--- config.mk ---
export PLATFORM = sky130hd
export DESIGN_NAME = pacman_mover_flat
export DESIGN_NICKNAME = d
export VERILOG_FILES = /design/src/rtl/pacman_pkg.sv /design/src/rtl/pacman_mover_if.sv /design/src/rtl/pacman_tile_addr.sv /design/src/rtl/pacman_mover.sv /design/src/flat_wrapper.sv
export SDC_FILE = /design/constraint.sdc
export NUM_CORES = 1
export LEC_CHECK = 0
export CAP_MARGIN = 20
export CORE_MARGIN = 5
export CORE_UTILIZATION = 40
export CTS_BUF_LIST = sky130_fd_sc_hd__clkbuf_2 sky130_fd_sc_hd__clkbuf_4 sky130_fd_sc_hd__clkbuf_8
export DETAILED_ROUTE_END_ITERATION = 10
export GPL_TIMING_DRIVEN = 0
export PLACE_DENSITY = 0.7
export SYNTH_ARGS = -nofsm -noshare
export SYNTH_HDL_FRONTEND = slang
export SYNTH_SLANG_ARGS = --single-unit
--- constraint.sdc ---
create_clock -name Clk -period 2.9 [get_ports Clk]
set_clock_uncertainty 0.1 [all_clocks]
set_input_delay 0.435 -clock Clk [delete_from_list [all_inputs] [get_ports Clk]]
set_output_delay 0.435 -clock Clk [all_outputs]
set_load 0.005 [all_outputs]
--- src/rtl/pacman_pkg.sv ---
// Shared constants and types for the Pac-Man movement block: maze geometry,
// start tile, direction codes and the wall-lookup state machine encoding.
package pacman_pkg;

  localparam int TILE_SIZE = 16;
  localparam int MAZE_COLS = 28;
  localparam int MAZE_ROWS = 31;

  localparam logic [9:0] START_X  = 10'd208;
  localparam logic [9:0] START_Y  = 10'd368;
  localparam logic [9:0] TUNNEL_X = 10'd432;
  localparam logic [4:0] LAST_COL = 5'd27;
  localparam logic [4:0] LAST_ROW = 5'd30;

  localparam logic [2:0] DIR_STOP  = 3'b000;
  localparam logic [2:0] DIR_UP    = 3'b100;
  localparam logic [2:0] DIR_RIGHT = 3'b101;
  localparam logic [2:0] DIR_DOWN  = 3'b110;
  localparam logic [2:0] DIR_LEFT  = 3'b111;

  typedef enum logic [2:0] {
    L_UP    = 3'd0,
    L_RIGHT = 3'd1,
    L_DOWN  = 3'd2,
    L_LEFT  = 3'd3,
    L_FIN   = 3'd4,
    IDLE    = 3'd5
  } state_e;

  // Side index doubles as the adjacent_walls bit position
  typedef enum logic [1:0] {
    SIDE_UP    = 2'd0,
    SIDE_RIGHT = 2'd1,
    SIDE_DOWN  = 2'd2,
    SIDE_LEFT  = 2'd3
  } side_e;

endpackage

--- src/rtl/pacman_mover_if.sv ---
// Maze wall ROM port: the mover drives the address, the ROM returns the
// wall bit one cycle later.
interface pacman_mover_if;
  logic [9:0] wall_addr;
  logic       wall_data;

  modport master (output wall_addr, input wall_data);
  modport slave  (input wall_addr, output wall_data);
endinterface

--- src/rtl/pacman_tile_addr.sv ---
// Neighbour tile address for one side of (row, col), with horizontal tunnel
// wrap and a forced wall above the top row and below the bottom row.
module pacman_tile_addr
  import pacman_pkg::*;
(
  input  logic [4:0] row_i,
  input  logic [4:0] col_i,
  input  side_e      side_i,
  output logic [9:0] addr_o,
  output logic       force_wall_o
);

  logic [4:0] row_s;
  logic [4:0] col_s;

  always_comb begin
    row_s        = row_i;
    col_s        = col_i;
    force_wall_o = 1'b0;
    case (side_i)
      SIDE_UP: begin
        row_s        = row_i - 5'd1;
        force_wall_o = (row_i == 5'd0);
      end
      SIDE_RIGHT: col_s = (col_i == LAST_COL) ? 5'd0 : col_i + 5'd1;
      SIDE_DOWN: begin
        row_s        = row_i + 5'd1;
        force_wall_o = (row_i == LAST_ROW);
      end
      SIDE_LEFT: col_s = (col_i == 5'd0) ? LAST_COL : col_i - 5'd1;
      default: begin
        row_s = row_i;
        col_s = col_i;
      end
    endcase
  end

  // row*32 + col is a plain concatenation
  assign addr_o = {row_s, col_s};

endmodule

--- src/rtl/pacman_mover.sv ---
// Moves the sprite one pixel per frame tick and refreshes the four
// surrounding wall bits from the maze ROM whenever it lands on a tile.
module pacman_mover
  import pacman_pkg::*;
(
  input  logic           Clk,
  input  logic           Reset,
  input  logic           Restart,
  input  logic           frame_tick,
  input  logic [2:0]     direction,
  pacman_mover_if.master wall_if,
  output logic [9:0]     pacman_x,
  output logic [9:0]     pacman_y,
  output logic [3:0]     adjacent_walls,
  output logic           walls_valid
);

  state_e     state_q, state_d;
  logic [9:0] x_q, x_d, y_q, y_d;
  logic [3:0] adj_q, adj_d;
  logic       pend_q, pend_d;
  logic       force_q;
  side_e      side_s;
  logic       force_s;
  logic       wall_bit_s;
  logic       aligned_s;
  logic       blocked_s;
  logic [9:0] step_x_s, step_y_s;
  logic       unused_s;

  pacman_tile_addr u_tile_addr (
    .row_i        (y_q[8:4]),
    .col_i        (x_q[8:4]),
    .side_i       (side_s),
    .addr_o       (wall_if.wall_addr),
    .force_wall_o (force_s)
  );

  always_comb begin
    case (state_q)
      L_RIGHT: side_s = SIDE_RIGHT;
      L_DOWN:  side_s = SIDE_DOWN;
      L_LEFT:  side_s = SIDE_LEFT;
      default: side_s = SIDE_UP;
    endcase
  end

  always_comb begin
    step_x_s = x_q;
    step_y_s = y_q;
    case (direction[1:0])
      2'd0:    step_y_s = y_q - 10'd1;
      2'd1:    step_x_s = (x_q == TUNNEL_X) ? 10'd0 : x_q + 10'd1;
      2'd2:    step_y_s = y_q + 10'd1;
      default: step_x_s = (x_q == 10'd0) ? TUNNEL_X : x_q - 10'd1;
    endcase
  end

  assign aligned_s  = (x_q[3:0] == 4'd0) && (y_q[3:0] == 4'd0);
  assign blocked_s  = aligned_s && adj_q[direction[1:0]];
  // The force flag belongs to the address issued last cycle, like wall_data
  assign wall_bit_s = wall_if.wall_data | force_q;

  always_comb begin
    state_d = state_q;
    x_d     = x_q;
    y_d     = y_q;
    adj_d   = adj_q;
    pend_d  = pend_q | frame_tick;
    case (state_q)
      L_UP:    state_d = L_RIGHT;
      L_RIGHT: begin adj_d[0] = wall_bit_s; state_d = L_DOWN;  end
      L_DOWN:  begin adj_d[1] = wall_bit_s; state_d = L_LEFT;  end
      L_LEFT:  begin adj_d[2] = wall_bit_s; state_d = L_FIN;   end
      L_FIN:   begin adj_d[3] = wall_bit_s; state_d = IDLE;    end
      IDLE: begin
        pend_d = 1'b0;
        if ((frame_tick || pend_q) && direction[2] && !blocked_s) begin
          x_d = step_x_s;
          y_d = step_y_s;
          if ((step_x_s[3:0] == 4'd0) && (step_y_s[3:0] == 4'd0)) begin
            state_d = L_UP;
          end else begin
            state_d = IDLE;
          end
        end else begin
          state_d = IDLE;
        end
      end
      default: state_d = L_UP;
    endcase
  end

  always_ff @(posedge Clk) begin
    if (Reset || Restart) begin
      state_q <= L_UP;
      x_q     <= START_X;
      y_q     <= START_Y;
      adj_q   <= 4'b0000;
      pend_q  <= 1'b0;
      force_q <= 1'b0;
    end else begin
      state_q <= state_d;
      x_q     <= x_d;
      y_q     <= y_d;
      adj_q   <= adj_d;
      pend_q  <= pend_d;
      force_q <= force_s;
    end
  end

  assign pacman_x       = x_q;
  assign pacman_y       = y_q;
  assign adjacent_walls = adj_q;
  assign walls_valid    = (state_q == IDLE);
  assign unused_s       = ^{x_q[9], y_q[9]};

endmodule

--- src/flat_wrapper.sv ---
// flat-port wrapper written by rule: the top's interface ports become plain ports
module pacman_mover_flat import pacman_pkg::*;
  (Clk, Reset, Restart, frame_tick, direction, pacman_x, pacman_y, adjacent_walls, walls_valid, wall_if_wall_addr, wall_if_wall_data);
  pacman_mover_if wall_if_i ();
  input  logic Clk;
  input  logic Reset;
  input  logic Restart;
  input  logic frame_tick;
  input  logic [2:0] direction;
  output logic [9:0] pacman_x;
  output logic [9:0] pacman_y;
  output logic [3:0] adjacent_walls;
  output logic walls_valid;
  output wire logic [$bits(wall_if_i.wall_addr)-1:0] wall_if_wall_addr;
  input wire logic [$bits(wall_if_i.wall_data)-1:0] wall_if_wall_data;
  assign wall_if_wall_addr = wall_if_i.wall_addr;
  assign wall_if_i.wall_data = wall_if_wall_data;
  pacman_mover u_core (.Clk(Clk), .Reset(Reset), .Restart(Restart), .frame_tick(frame_tick), .direction(direction), .wall_if(wall_if_i), .pacman_x(pacman_x), .pacman_y(pacman_y), .adjacent_walls(adjacent_walls), .walls_valid(walls_valid));
endmodule
==> out/qor.csv, run 1 <==
stage,metric,value,unit
finish,final-stage net count,408,
cts,worst-case clock buffer depth,2,
route,Via density,5.758,
setup_path,Crit Path Class,reg2out,
logic_synthesis,post-synth top area share,23.73,%
placement,HPWL after DPL,5020,um
sta,Final Setup Violations,0,
logic_synthesis,Synth Cell Area,2446,sq um
logic_synthesis,post-synth net total,346,
placement,RD Place Congestion,0.9009,
logic_synthesis,Synth Register Bits,29,
cts,CTS Sinks,29,
logic_synthesis,Syn Inst Count,320,
sta,Worst Max-Slew Pin Slew,843.1,ps
logic_synthesis,number of flops mapped to enable cells by yosys,0,
worst_hold_path,worst hold stages,2,
worst_hold_path,worst hold start,u_core.pend_q,
logic_synthesis,Netlist cell types,52,
logic_synthesis,ys async rst share,0,%
setup_path,CP Launch Type,flop,
logic_synthesis,commonest cells in the netlist,"dfxtp_1 (29), a21oi_1 (27), nor2_1 (26)",
logic_synthesis,register area share after synthesis,23.73,%
worst_hold_path,Hold WC Path Type,reg2reg,
worst_hold_path,Hold Path End,u_core.pend_q,
cts,clock root cell,clkbuf_8,
floorplanning,Die X,88.20,um
setup_path,Crit Path Max Fanout,8,
logic_synthesis,synthesized area per cell,7.644,sq um
route,ANT nets after route,0,
run_status,status,finished clean,
sta,Rel. slew slack,43.67,%
sta,worst hold slack,393.1,ps
floorplanning,die area,7779,sq um
route,Iteration-0 DRC Markers,207,
logic_synthesis,YS warnings,0,
run,Max-Cap Viols,0,
route,Post-Route WL,7214,um
route,Detailed Routing Iterations Pass 1,5,
setup_path,"Arr. time, crit path",2340,ps
setup_path,CP Data Required Time,2370,ps
cts,"Clk Latency, worst-skew pair",290,ps
route,Routed WL per cell,15.75,um
logic_synthesis,leading post-synthesis cells by cell area,"dfxtp_1 (24%), ha_1 (8.2%), a21oi_1 (5.5%)",
logic_synthesis,Synth Flop Type,dfxtp_1,
global_route,vias in the first global route,2410,
sta,period utilization,99.13,%
global_route,first-pass GRT wire length,11620,um
global_route,grt total ovfl,0,
cts,hold_buf cts,0,
route,Post-route DRC,0,
cts,H-Tree Depth,2,
setup_path,r2r setup slk,150,ps
floorplanning,Site Rows,28,
sta,"Slew Viols, Final",0,
floorplanning,die height,88.20,um
global_route,Global Route Usage Sum,18.82,%
sta,final number of hold-violating endpoints,0,
floorplanning,Starting Density,41.31,%
sta,unrepaired setup endpoints after global routing,true,
finish,"Design Area, Final",3214,sq um
route,Vias,2637,
finish,Antenna diodes,0,
setup_path,Critical Path End Type,output pin,
cts,Worst-path clk slew,70,ps
global_route,antenna violations before repair,0,
finish,share of cells above drive strength 1,15.67,%
setup_path,reg2reg end,u_core.state_q[2],
power_and_ir_drop,cell area power density,276.5,nW/um^2
sta,f_max,347.8,MHz
logic_synthesis,post-synth top area cell,dfxtp_1,
setup_path,launch point of the worst reg-to-reg path,u_core.pacman_x[5],
placement,Area after DPL,2940,sq um
cts,CTS buffer count,5,
power_and_ir_drop,VDD IR max,0.0001751,V
global_route,largest net degree at the start of global routing,11,
floorplanning,IO Count,43,
placement,Port Buffers,40,
floorplanning,core area,5921,sq um
finish,layout overhead on the synthesized area,31.41,%
setup_path,Reg2Reg Depth,8,
cts,CTS tree,done,
finish,post-layout util,54.29,%
sta,min Tclk post-route,2875,ps
logic_synthesis,"count leader, synth",dfxtp_1,
power_and_ir_drop,LEAKAGE,1.244,nW
report_power, final:
group | internal (W) | switching [W] | total, W
Sequential | 0.000400 | 0.00000436 | 0.000405
Combinational | 0.0000641 | 0.0000796 | 0.000144
Clock | 0.000165 | 0.000175 | 0.000340
layout make-up:
class	count	area (sq um)
fillers	563	2706
multi-input cells	256	1762
flip-flops and latches	29	588.1
repair buffers	56	518.0
plain buffers	20	106.4
well taps	75	93.84
clock buffers	5	68.82
inverters	14	60.06
clock inverters	3	17.52
state kept, by name (all words and copies together) (netlist names):
signal	flops
u_core.adjacent_walls	4
u_core.force_q	1
u_core.pacman_x	10
u_core.pacman_y	10
u_core.pend_q	1
u_core.state_q	3
what timing repair did:
| item | CTS | global route |
|---|---|---|
| setup endpoints to repair | 9 | 13 |
| setup buffers | 3 | 13 |
| pin swaps | 0 | 4 |
| gates resized for setup | 17 | 22 |
worst max-delay path by stage:
stage                     cells after the start              start                   end  slack (ps)
after floorplan                              10       direction[0]    u_core.pacman_y[9]         210
after global placement                       11  u_core.state_q[1]  wall_if_wall_addr[9]        -260
after detailed placement                     11  u_core.state_q[1]  wall_if_wall_addr[9]        -280
after CTS                                    11  u_core.state_q[1]  wall_if_wall_addr[9]         -50
after global routing                         11  u_core.state_q[1]  wall_if_wall_addr[9]        -130
final                                        11  u_core.state_q[1]  wall_if_wall_addr[9]          30
worst max-delay path: stages (launching register included):
cell	delay, ps
dfxtp_4	420
inv_4	60
or3_4	440
inv_4	90
fa_2	190
inv_1	40
a21o_1	150
a21oi_2	140
o21ai_1	80
o21ai_1	130
xor2_1	170
buf_2	130
layout by cell type (no fill, tap or decap), types with 11 or more instances in the layout:
master,instances
a21oi_1,25
o21ai_0,21
ha_1,14
o21ai_1,11
inv_1,11
nand2_1,25
buf_4,17
dfxtp_1,25
nor2_1,26
xor2_1,11
a211oi_1,11
clkdlybuf4s50_1,35
logic make-up after synthesis:
kind of cell    after synthesis  synth area share [%]
compound gates              113                 29.62
simple gates                104                 22.40
buf+inv                      35                 6.189
flops                        29                 23.73
fa+ha+maj                    18                 9.821
xor+xnor                     17                 6.087
mux                           4                 2.148
metrics by stage:
stage          std cells  setup TNS [ps]  worst slack (ps)  total power, W
3_3_place_gp         435           -1075            -257.7       0.0005444
5_1_grt              458          -240.3            -127.7       0.0009286
3_5_place_dp         435           -1216            -279.6       0.0005463
2_1_floorplan        320               0             208.1       0.0004994
6_report             458               0             25.11       0.0008886
4_1_cts              445          -51.11            -51.11       0.0008863
routing by layer:
metal	vias to the layer above	track usage [%]	wire length, um	part of all wire, %
met5	-	0	0	0
met4	0	6.731	123	1.7
met3	12	3.481	420	5.8
met2	93	28.35	3154	44
met1	1219	26.72	3515	49
li1	1313	-	-	-
No activity file was read; power rests on OpenSTA's default activity.
==> run 2, diff against run 1 <==
--- a/config.mk
+++ b/config.mk
@@ -9,9 +9,11 @@
 export CORE_MARGIN = 5
 export CORE_UTILIZATION = 40
 export CTS_BUF_LIST = sky130_fd_sc_hd__clkbuf_2 sky130_fd_sc_hd__clkbuf_4 sky130_fd_sc_hd__clkbuf_8
+export CTS_CLUSTER_DIAMETER = 50
 export DETAILED_ROUTE_END_ITERATION = 10
+export DONT_BUFFER_PORTS = 1
 export GPL_TIMING_DRIVEN = 0
-export PLACE_DENSITY = 0.7
+export PLACE_DENSITY = 0.61
 export SYNTH_ARGS = -nofsm -noshare
 export SYNTH_HDL_FRONTEND = slang
 export SYNTH_SLANG_ARGS = --single-unit
==> run 2 against run 1 <==
Final cell count is 12% lower. Critical path type is now reg2reg. Utilization is 8.2 points lower. Die area stayed put. Critical endpoint is now u_core.state_q[2]. Sequential cell count stayed put. Largest cell class unchanged. Critical path depth is 3 lower. Sequential power hardly changed. Sequential share of layout area is 3.2 points higher. Setup slack better by 75 ps.
==> out/qor.csv, run 2 (synthesis gave the netlist of run 1 again) <==
stage,metric,value,unit
cts,"Clk Latency, worst-skew pair",280,ps
floorplanning,IO Count,43,
setup_path,CP Data Required Time,2950,ps
floorplanning,die height,88.20,um
placement,Port Buffers,0,
sta,min Tclk post-route,2800,ps
sta,Worst Max-Slew Pin Slew,761.4,ps
finish,post-layout util,46.05,%
sta,Final Setup Violations,0,
route,Detailed Routing Iterations Pass 1,5,
finish,fill cell count,580,
run,Max-Cap Viols,0,
sta,f_max,357.1,MHz
setup_path,Crit Path Max Fanout,9,
placement,RD Place Congestion,0.8908,
setup_path,"Largest stage delay, worst path",440,ps
finish,most frequent cells in the layout,"dfxtp_1 (27), nor2_1 (26), a21oi_1 (26)",
route,Iteration-0 DRC Markers,150,
global_route,Global Route Usage Sum,18.38,%
setup_path,"Arr. time, crit path",2850,ps
run_status,status,finished clean,
placement,HPWL after DPL,5101,um
finish,final-stage net count,355,
setup_path,CP Launch Type,flop,
finish,multi-input logic area,1752,sq um
sta,Worst Slack Setup Final,99.66,ps
sta,final number of hold-violating endpoints,0,
power_and_ir_drop,cell area power density,356.9,nW/um^2
cts,H-Tree Depth,2,
finish,FF+latch area,585.6,sq um
cts,Worst-path clk slew,70,ps
floorplanning,core area,5921,sq um
sta,unrepaired setup endpoints after global routing,false,
power_and_ir_drop,VDD IR max,0.0002019,V
sta,"Slew Viols, Final",0,
global_route,largest net degree at the start of global routing,11,
cts,CTS buffer count,5,
global_route,first-pass GRT wire length,11360,um
floorplanning,Die X,88.20,um
route,Routed WL per cell,17.23,um
route,ANT nets after route,0,
finish,share of cells above drive strength 1,11.82,%
route,Vias,2437,
setup_path,Crit Path Class,reg2reg,
global_route,grt total ovfl,0,
cts,CTS tree,done,
finish,"commonest non-fill, non-tap cell in the layout",dfxtp_1,
floorplanning,die area,7779,sq um
setup_path,CP max-delay cell,dfxtp_2,
placement,Placement Setup Slack,-282.5,ps
setup_path,Critical Path End Type,flop,
finish,layout overhead on the synthesized area,11.46,%
worst_hold_path,Hold WC Path Type,in2reg,
cts,hold_buf cts,0,
sta,Fin Setup TNS,0,ps
power_and_ir_drop,Design Power,0.0009730,W
floorplanning,Starting Density,41.31,%
route,Via density,6.017,
route,Post-route DRC,0,
setup_path,cells along the critical path,ha_1 -> and4b_1 -> clkbuf_1 -> a21oi_1 -> a221oi_1 -> o211ai_1 -> o31ai_1 -> o21ai_1,
floorplanning,Site Rows,28,
cts,worst-case clock buffer depth,2,
cts,clock root cell,clkbuf_8,
global_route,vias in the first global route,2238,
sta,period utilization,96.56,%
global_route,antenna violations before repair,0,
sta,Rel. slew slack,49.05,%
route,Post-Route WL,6980,um
cts,CTS Sinks,29,
finish,Antenna diodes,0,
power_and_ir_drop,LEAKAGE,1.038,nW
run 2: cell types whose count changed in the layout (fill, tap and decap cells not counted), sizes merged:
cell	change
bufinv	+1
clkdlybuf4s50	-35
dlygate4sd2	-2
dlymetal6s2s	-2
clkinvlp	-1
clkinv	-2
clkbuf	+2
buf	-14
run 2: critical path: cells and delay by family, from the launching register on:
family | cells | cell delay, ps
simple gates | 1 | 220
compound gates | 5 | 1270
buf+inv | 1 | 330
flops | 1 | 440
fa+ha+maj | 1 | 300
run 2: per-stage QoR:
stage	cell area, sq um	instances	hold slack, ps
6_report	2726	405	225.9
5_1_grt	2726	405	267.5
4_1_cts	2679	404	222.2
3_5_place_dp	2540	395	389.5
3_3_place_gp	2540	395	376.1
2_1_floorplan	2446	320	357.3
run 2: final cells by class:
| cell class | instances | area share [%] |
|---|---|---|
| flip-flops and latches | 29 | 21.48 |
| clock inverters | 1 | 1.101 |
| repair buffers | 3 | 0.8261 |
| clock buffers | 7 | 3.304 |
| plain buffers | 20 | 3.671 |
| multi-input cells | 256 | 64.25 |
| inverters | 14 | 1.927 |
| well taps | 75 | 3.442 |
run 2: repair_timing:
action	in CTS	in global routing
resized for setup	3	15
setup endpoints to repair	4	8
buffers inserted	2	1
run 2: worst paths after layout:
check | startpoint | endpoint | slack [ps] | depth (start not counted)
max | u_core.pacman_x[5] | u_core.state_q[2] | 100 | 8
min | frame_tick | u_core.pend_q | 230 | 2
max reg2reg | u_core.pacman_x[5] | u_core.state_q[2] | 100 | 8
min reg2reg | u_core.pend_q | u_core.pend_q | 400 | 2
run 2: routing by layer:
metal | vias to the layer above | track usage, % | part of all wire, %
li1 | 1205 | - | -
met1 | 1148 | 25.01 | 47
met2 | 78 | 28.55 | 45
met3 | 6 | 5.644 | 7.3
met4 | 0 | 4.121 | 0.90
met5 | - | 0 | 0
run 2: report_power, final:
part           internal, W  switching [W]  leakage, nW
logic            0.0000416      0.0000734        0.740
registers         0.000401     0.00000392        0.236
clock network     0.000289       0.000164       0.0619
total             0.000732       0.000242         1.04
==> run 3, diff against run 2 <==
--- a/config.mk
+++ b/config.mk
@@ -11,9 +11,9 @@
 export CTS_BUF_LIST = sky130_fd_sc_hd__clkbuf_2 sky130_fd_sc_hd__clkbuf_4 sky130_fd_sc_hd__clkbuf_8
 export CTS_CLUSTER_DIAMETER = 50
 export DETAILED_ROUTE_END_ITERATION = 10
-export DONT_BUFFER_PORTS = 1
 export GPL_TIMING_DRIVEN = 0
-export PLACE_DENSITY = 0.61
+export PLACE_DENSITY = 0.7
+export REMOVE_ABC_BUFFERS = 1
 export SYNTH_ARGS = -nofsm -noshare
 export SYNTH_HDL_FRONTEND = slang
 export SYNTH_SLANG_ARGS = --single-unit
==> run 3 against run 2 <==
Sequential share of layout area down 2.2 points. Power is 8.5% lower. Sequential cell count unchanged. Cell area is 13% higher. Highest routed layer unchanged.
==> out/qor.csv, run 3 (synthesis gave the netlist of run 1 again) <==
stage,metric,value,unit
finish,final-stage net count,382,
setup_path,CP Data Required Time,2370,ps
floorplanning,Die X,88.20,um
sta,Final Setup Violations,0,
finish,FF+latch area,595.6,sq um
setup_path,"Arr. time, crit path",2270,ps
placement,Port Buffers,42,
sta,Rel. slew slack,49.75,%
cts,hold_buf cts,0,
cts,"Clk Latency, worst-skew pair",280,ps
cts,clock root cell,clkbuf_8,
setup_path,CP Launch Type,flop,
power_and_ir_drop,cell area power density,288.7,nW/um^2
global_route,vias in the first global route,2422,
cts,CTS tree,done,
route,Post-route DRC,0,
setup_path,r2r setup slk,150,ps
finish,most frequent cells in the layout,"clkdlybuf4s50_1 (37), nor2_1 (26), a21oi_1 (25)",
cts,Worst-path clk slew,70,ps
global_route,first-pass GRT wire length,11260,um
sta,period utilization,96.76,%
setup_path,Crit Path Max Fanout,13,
finish,Antenna diodes,0,
power_and_ir_drop,LEAKAGE,1.165,nW
placement,RD Place Congestion,0.9006,
power_and_ir_drop,VDD IR max,0.0001389,V
finish,"commonest non-fill, non-tap cell in the layout",clkdlybuf4s50_1,
route,Detailed Routing Iterations Pass 1,4,
floorplanning,IO Count,43,
global_route,largest net degree at the start of global routing,22,
route,Iteration-0 DRC Markers,205,
cts,worst-case clock buffer depth,2,
finish,fill cell count,580,
worst_hold_path,worst hold stages,2,
cts,CTS buffer count,5,
global_route,grt total ovfl,0,
sta,worst hold slack,395.7,ps
route,Routed WL per cell,15.71,um
sta,final number of hold-violating endpoints,0,
route,ANT nets after route,0,
floorplanning,core area,5921,sq um
floorplanning,Site Rows,28,
sta,"Slew Viols, Final",0,
floorplanning,die area,7779,sq um
sta,min Tclk post-route,2806,ps
setup_path,Reg2Reg Depth,8,
setup_path,Crit Path Class,reg2out,
floorplanning,Starting Density,41.31,%
worst_hold_path,Hold WC Path Type,reg2reg,
run,Max-Cap Viols,0,
run_status,status,finished clean,
setup_path,Critical Path End Type,output pin,
global_route,Global Route Usage Sum,18.05,%
floorplanning,die height,88.20,um
finish,share of cells above drive strength 1,12.64,%
sta,f_max,356.4,MHz
cts,CTS Sinks,29,
sta,Worst Max-Slew Pin Slew,751.0,ps
route,Post-Route WL,6769,um
finish,layout overhead on the synthesized area,26.04,%
placement,HPWL after DPL,4805,um
finish,post-layout util,52.07,%
route,Via density,5.919,
cts,H-Tree Depth,2,
finish,multi-input logic area,1779,sq um
route,Vias,2551,
global_route,antenna violations before repair,0,
-- run 3: changes by cell type in the layout (fill, tap and decap cells not counted), moves of 2 or more --
cell	delta
clkbuf_1	-8
nand2b_4	+2
dfxtp_1	-4
buf_4	+4
clkdlybuf4s50_1	+37
dfxtp_2	+2
dlygate4sd2_1	+2
inv_1	-2
buf_2	-6
dfxtp_4	+2
-- run 3: final timing paths --
| check | to | from |
|---|---|---|
| worst min register to register | u_core.pacman_y[9] | u_core.pacman_y[9] |
| worst max-delay path | wall_if_wall_addr[2] | u_core.pacman_x[4] |
| worst max register to register | u_core.state_q[2] | u_core.pacman_x[0] |
| worst min-delay path | u_core.pacman_y[9] | u_core.pacman_y[9] |
-- run 3: through the flow --
step,instance area (sq um),cells,power [W],setup WS [ps],TNS (ps)
floorplan,2347,299,0.0004917,265.8,0
global placement,2861,416,0.0005408,-1115,-17880
detailed placement,2861,416,0.0005436,-1136,-18370
CTS,3038,428,0.0008894,0.6100,0
global route,3083,431,0.0009216,-8.073,-8.073
finish,3083,431,0.0008901,93.87,0
-- run 3: what timing repair did --
action	4_1_cts	5_1_grt
pin swaps	1	2
endpoints found under the setup margin	30	12
buffers inserted	5	3
resized for setup	27	14
-- run 3: cell type report --
type,instances,area share (%)
multi-input cells,256,57.71
repair buffers,50,15.22
inverters,14,1.786
flip-flops and latches,29,19.32
clock buffers,7,2.922
well taps,75,3.044
-- run 3: worst max-delay path, cell delays in order, from the launching register on --
cell             delay, ps
dfxtp_4                440
inv_4                   70
ha_1                   230
nor4b_4                140
buf_4                  160
nand2b_1               140
o21ai_0                150
a22o_1                 160
clkdlybuf4s50_1        490
-- run 3: layer usage --
layer	wire length, um	track usage [%]	up-vias
met5	0	0	-
met4	122	6.044	0
met3	436	3.669	15
met2	3256	31.20	75
met1	2954	22.27	1201
li1	-	-	1260
-- run 3: power by group --
| group | leakage [nW] | internal (W) | total (W) | switching (W) |
|---|---|---|---|---|
| combinational | 0.882 | 0.0000596 | 0.000136 | 0.0000766 |
| sequential | 0.236 | 0.000399 | 0.000402 | 0.00000321 |
| clock | 0.0477 | 0.000197 | 0.000352 | 0.000154 |
